**config.mk**
```make
export PLATFORM = sky130hd
export DESIGN_NAME = odo_round_key_stage
export DESIGN_NICKNAME = d
export VERILOG_FILES = /design/src/rtl/odo_round_key_stage.sv
export SDC_FILE = /design/constraint.sdc
export NUM_CORES = 2
export LEC_CHECK = 0
export BUFFER_PORTS_ARGS = -buffer_cell sky130_fd_sc_hd__buf_2
export CAP_MARGIN = 20
export CELL_PAD_IN_SITES_DETAIL_PLACEMENT = 0
export CELL_PAD_IN_SITES_GLOBAL_PLACEMENT = 1
export CORE_AREA = 2 2 518 520
export CTS_BUF_LIST = sky130_fd_sc_hd__clkbuf_2
export DETAILED_ROUTE_END_ITERATION = 6
export DIE_AREA = 0 0 520 522
export PLACE_DENSITY_LB_ADDON = 0.1
export SETUP_SLACK_MARGIN = 0.2
export SYNTH_ARGS = -nofsm -noshare
export SYNTH_HDL_FRONTEND = slang
export SYNTH_SLANG_ARGS = --single-unit
```
**constraint.sdc**
```tcl
create_clock -name clk -period 19.35 [get_ports clk]
set_input_delay 1.935 -clock clk [delete_from_list [all_inputs] [get_ports clk]]
set_output_delay 1.935 -clock clk [all_outputs]
set_load 0.01 [all_outputs]
```
**src/rtl/odo_round_key_stage.sv**
```systemverilog
// -----------------------------------------------------------------------------
// odo_round_key_stage
//
// Registered round-key application stage of the Odo permutation core. It keeps
// a writable table of ROUNDS round keys and an internal round counter, and
// XORs the selected key into the low KBITS of every state word. Valid/ready
// handshake on both sides, one cycle latency, full throughput.
//
// Optional feature (macro ODO_RK_PARITY_EN): each key entry carries an even
// parity bit written with the data. The parity of the entry read on every
// accepted beat is checked, and a mismatch raises the sticky key_perr flag.
//
// Ports:
//   clk        rising-edge clock
//   reset      asynchronous, active-high reset
//   kwr_en     key-table write strobe
//   kwr_addr   key-table write index (writes at >= ROUNDS are ignored)
//   kwr_data   key-table write data, KBITS per word
//   in_valid   input beat valid
//   in_ready   stage can accept an input beat
//   in_first   beat is round 0, restarts the round counter
//   in_state   input state, WORDS x WORD_W bits
//   out_valid  output beat valid
//   out_ready  downstream accepts the output beat
//   out_state  keyed state
//   out_round  round index used for out_state
//   out_last   out_round is the final round (ROUNDS-1)
//   key_perr   sticky key parity error (ODO_RK_PARITY_EN only)
// -----------------------------------------------------------------------------
module odo_round_key_stage #(
    parameter int  WORDS  = 10,
    parameter int  WORD_W = 64,
    parameter int  KBITS  = 1,
    parameter int  ROUNDS = 84,
    localparam int ST_W   = WORDS * WORD_W,
    localparam int KEY_W  = WORDS * KBITS,
    localparam int RIDX_W = (ROUNDS > 1) ? $clog2(ROUNDS) : 1
) (
    input  logic              clk,
    input  logic              reset,
    input  logic              kwr_en,
    input  logic [RIDX_W-1:0] kwr_addr,
    input  logic [KEY_W-1:0]  kwr_data,
    input  logic              in_valid,
    output logic              in_ready,
    input  logic              in_first,
    input  logic [ST_W-1:0]   in_state,
    output logic              out_valid,
    input  logic              out_ready,
    output logic [ST_W-1:0]   out_state,
    output logic [RIDX_W-1:0] out_round,
    output logic              out_last
`ifdef ODO_RK_PARITY_EN
    ,
    output logic              key_perr
`endif
);

`ifdef ODO_RK_PARITY_EN
    localparam int ENT_W = KEY_W + 1;
`else
    localparam int ENT_W = KEY_W;
`endif

    localparam logic [RIDX_W-1:0] LAST_IDX = RIDX_W'(ROUNDS - 1);

    logic [ENT_W-1:0]  key_mem [ROUNDS];
    logic [ENT_W-1:0]  ent_rd;
    logic [ENT_W-1:0]  ent_wr;
    logic [KEY_W-1:0]  key_rd;
    logic              key_wr_ok;

    logic              accept;
    logic [RIDX_W-1:0] r_sel;
    logic              r_last;
    logic [ST_W-1:0]   keyed;

    logic              out_valid_q, out_valid_d;
    logic [ST_W-1:0]   out_state_q, out_state_d;
    logic [RIDX_W-1:0] out_round_q, out_round_d;
    logic              out_last_q,  out_last_d;
    logic [RIDX_W-1:0] rc_q, rc_d;

    // The output register frees up in the same cycle it is drained.
    assign in_ready = !out_valid_q || out_ready;
    assign accept   = in_valid && in_ready;

    assign r_sel  = in_first ? '0 : rc_q;
    assign r_last = (r_sel == LAST_IDX);

    // Asynchronous table read: a write landing on the same edge only takes
    // effect afterwards, so an accept sees the old entry.
    assign ent_rd = key_mem[r_sel];
    assign key_rd = ent_rd[KEY_W-1:0];

    assign key_wr_ok = kwr_en && (int'(kwr_addr) < ROUNDS);

`ifdef ODO_RK_PARITY_EN
    // Even parity: data plus parity bit XOR to zero.
    assign ent_wr = {^kwr_data, kwr_data};
`else
    assign ent_wr = kwr_data;
`endif

    // Key table has no reset; its contents are defined only by writes.
    always_ff @(posedge clk) begin
        if (key_wr_ok) begin
            key_mem[kwr_addr] <= ent_wr;
        end
    end

    always_comb begin
        keyed = in_state;
        for (int w = 0; w < WORDS; w++) begin
            keyed[w*WORD_W +: KBITS] = in_state[w*WORD_W +: KBITS] ^ key_rd[w*KBITS +: KBITS];
        end
    end

    always_comb begin
        out_valid_d = out_valid_q;
        out_state_d = out_state_q;
        out_round_d = out_round_q;
        out_last_d  = out_last_q;
        rc_d        = rc_q;
        if (accept) begin
            out_valid_d = 1'b1;
            out_state_d = keyed;
            out_round_d = r_sel;
            out_last_d  = r_last;
            rc_d        = r_last ? '0 : r_sel + RIDX_W'(1);
        end else if (out_ready) begin
            out_valid_d = 1'b0;
        end
    end

    always_ff @(posedge clk or posedge reset) begin
        if (reset) begin
            out_valid_q <= 1'b0;
            out_state_q <= '0;
            out_round_q <= '0;
            out_last_q  <= 1'b0;
            rc_q        <= '0;
        end else begin
            out_valid_q <= out_valid_d;
            out_state_q <= out_state_d;
            out_round_q <= out_round_d;
            out_last_q  <= out_last_d;
            rc_q        <= rc_d;
        end
    end

`ifdef ODO_RK_PARITY_EN
    logic perr_q, perr_d;

    assign perr_d = perr_q || (accept && (^ent_rd));

    always_ff @(posedge clk or posedge reset) begin
        if (reset) begin
            perr_q <= 1'b0;
        end else begin
            perr_q <= perr_d;
        end
    end

    assign key_perr = perr_q;
`endif

    assign out_valid = out_valid_q;
    assign out_state = out_state_q;
    assign out_round = out_round_q;
    assign out_last  = out_last_q;

endmodule

```
==> results.json <==
{
  "synth_area_um2": 58700,
  "power_density_nw_per_um2": 105,
  "cpMaxStageDelayCell": "dfrtp_1",
  "holdWs_ns": 0.295,
  "port-buffer-count": 1312,
  "async_flop_share": 0.439,
  "rr_startpoint": "rc_q[0]$_DFFE_PP0P_",
  "netlist_instances": 4852,
  "antenna_found_initial": 164,
  "clockBufferDepth": 4,
  "synth.top_cell.area_share": 0.430,
  "yosysUniqueCellTypes": 56,
  "syn_avg_cell_area_um2": 12.1,
  "gp_congestion": 1.02,
  "via_per_inst": 4.54,
  "worstSetupEndpointType": "output port",
  "cp-start-kind": "flip-flop",
  "dp_slack_ns": 13.74,
  "cp_cell_sequence": "nand2b_1, buf_2",
  "synth.largest_area_cell": "edfxtp_1",
  "crit_fanout": 4,
  "fin_cells": 10486,
  "relSlewSlack": 0.0102,
  "drt-total-wl_um": 363000,
  "hold_end": "out_state[248]$_DFFE_PP0P_",
  "worstMarginPinSlew_ns": 1.48,
  "status": "finished, violations left",
  "ant_nets": 0,
  "dieWidth_um": 520,
  "worstRegToRegCells": 8,
  "ys_ff_latch": 1496,
  "finalHoldViolCount": 0,
  "holdPathStages": 3,
  "critPathRequiredTime_ns": 17.41,
  "clock-sinks": 1496,
  "vias": 47561,
  "finalClockSkew_ns": 0.176,
  "finalSetupViolCount": 0,
  "fmax_mhz": 196,
  "worstSetupPathType": "reg2out",
  "die-area_um2": 271000,
  "cp.arrival_ns": 3.18,
  "dp_hpwl_um": 274000,
  "gr-total-overflow": 0,
  "ff2ff_setup_slack_ns": 14.59,
  "grt_pass1_wl_um": 463000,
  "power_leakage_nw": 34.0,
  "syn_to_final_growth_pct": 27.5,
  "cp_top_family": "flip-flops",
  "ys_warn_count": 0,
  "routedWlPerCell_um": 34.6,
  "dr.pass1.iters": 7,
  "clk_latency_ns": 1.87,
  "final_cell_mix": "nand2_1, buf_2, edfxtp_1",
  "min_period_ns": 5.11,
  "grt.total_usage": 0.258,
  "r2r-end": "out_state[0]$_DFFE_PP0P_",
  "setup_slack_ns": 14.24,
  "num_io_pins": 1313,
  "rows": 190,
  "final_nets": 7208,
  "clockRootBuffer": "clkbuf_2",
  "die_y_um": 522,
  "cts_tree": "yes",
  "violations": "design-rule violations",
  "drive_gt1_frac": 0.318,
  "ys_top_cells_by_area": "edfxtp_1, dfrtp_1, nand2_1",
  "seq_area_frac_synth": 0.710,
  "ir_drop_mv": 0.0420,
  "clkSlewWorstSetupHoldPaths_ns": 0.11,
  "crit_path_max_incr_delay_ns": 0.79,
  "final_common_cell": "nand2_1",
  "cap_violations": 0,
  "worstHoldStart": "in_state[248]",
  "rsz0062_at_grt": "no",
  "path_buf_inv": 1,
  "drc": 387,
  "post-route-period-util": 0.264,
  "drt_iter0_drc": 4552,
  "place_inst": 9530,
  "floorplan.initialDensity": 0.220,
  "syn_nets": 5516,
  "grt_max_degree": 178,
  "synth_edf_count": 840,
  "htree_num_levels": 5,
  "finalSetupTns_ns": 0,
  "grt_pass1_vias": 46216,
  "cts_setup_buffers": 0,
  "synth_ff_type": "edfxtp_1",
  "cts_buffers": 442,
  "hp-class": "in2reg",
  "slew_violations": 0,
  "core-area_um2": 266000,
  "final_util": 0.281
}
## how the worst max path moves through the flow
stage	slack [ns]	cells past startpoint	to	start
finish	14.24	2	in_ready	out_valid$_DFFE_PP0P_
global route	14.08	2	in_ready	out_valid$_DFFE_PP0P_
CTS	13.97	2	in_ready	out_valid$_DFFE_PP0P_
detailed placement	13.74	6	out_state[116]$_DFFE_PP0P_	reset
global placement	13.70	6	out_state[111]$_DFFE_PP0P_	reset
floorplan	8.45	1	out_last$_DFFE_PP0P_	reset
## where the power goes
group	total, W	internal [W]	switching (W)
Clock	0.00254	0.00100	0.00154
Combinational	0.00159	0.000460	0.00113
Sequential	0.00373	0.00356	0.000175
Total	0.00786	0.00502	0.00284
## synthesized netlist by cell type, types with 12 or more instances
cell type / n
a21oi_1: 90
a221o_1: 54
a221oi_1: 65
a22o_1: 53
a22oi_1: 40
a31oi_1: 21
and3_1: 16
buf_2: 37
buf_4: 23
buf_6: 12
clkbuf_1: 212
dfrtp_1: 656
edfxtp_1: 840
mux2i_1: 240
mux4_2: 20
nand2_1: 2005
nand2b_1: 17
nor2_1: 103
nor2b_1: 15
o21ai_0: 103
o22a_1: 20
o22ai_1: 41
o31ai_1: 12
## layer usage
| layer | part of all wire | wire length, µm | up-vias | track usage |
|---|---|---|---|---|
| li1 | - | - | 20513 | - |
| met1 | 0.48 | 173000 | 24377 | 0.378 |
| met2 | 0.42 | 154000 | 2085 | 0.375 |
| met3 | 0.074 | 26800 | 556 | 0.0683 |
| met4 | 0.025 | 9220 | 30 | 0.0619 |
| met5 | 0.00060 | 218 | - | 0 |
## tightest hold or removal path: cells and delay by family
kind	cells	cell delay [ns]
AND/OR/NAND/NOR	2	0.10
buffers and inverters	1	0.08
## per-stage QoR
stage               total power (W)  cell area, µm²
finish                      0.00786           74800
global route                0.00825           74700
CTS                         0.00802           74500
detailed placement          0.00538           69400
global placement            0.00539           69200
floorplan                   0.00441           58700
## logic make-up (layout without fill, tap and decap cells)
| family | Yosys count | after routing | synth area share |
|---|---|---|---|
| buf+inv | 301 | 2325 | 0.0234 |
| mux | 260 | 260 | 0.0486 |
| flops | 1496 | 1496 | 0.710 |
| simple gates | 2227 | 2227 | 0.148 |
| other cells | 0 | 58 | 0 |
| xor+xnor | 1 | 1 | 0.000149 |
| fa+ha+maj | 1 | 1 | 0.000213 |
| compound gates | 566 | 566 | 0.0699 |
## flip-flops by register name, summed over array words and instances (netlist names)
register   cells
rc_q           7
key_mem      840
out_state    640
out_valid      1
out_round      7
out_last       1
## timing repair
| action | 4_1_cts | 5_1_grt |
|---|---|---|
| hold buffers | 110 | 0 |
| endpoints found under the hold margin | 132 | 0 |
| endpoints found under the setup margin | 0 | 0 |
| gates resized for setup | 0 | 0 |
## final cells by class
cell class                      count  area [µm²]
Inverter                            6        27.5
Clock buffer                      661        3310
Multi-Input combinational cell   3055       15700
Clock inverter                    115         688
Timing Repair Buffer             1543        8810
Tap cell                         3552        4440
Antenna cell                       58         145
Sequential cell                  1496       41600
Fill cell                       28425      192000
No activity file was read; power rests on OpenSTA's default activity.
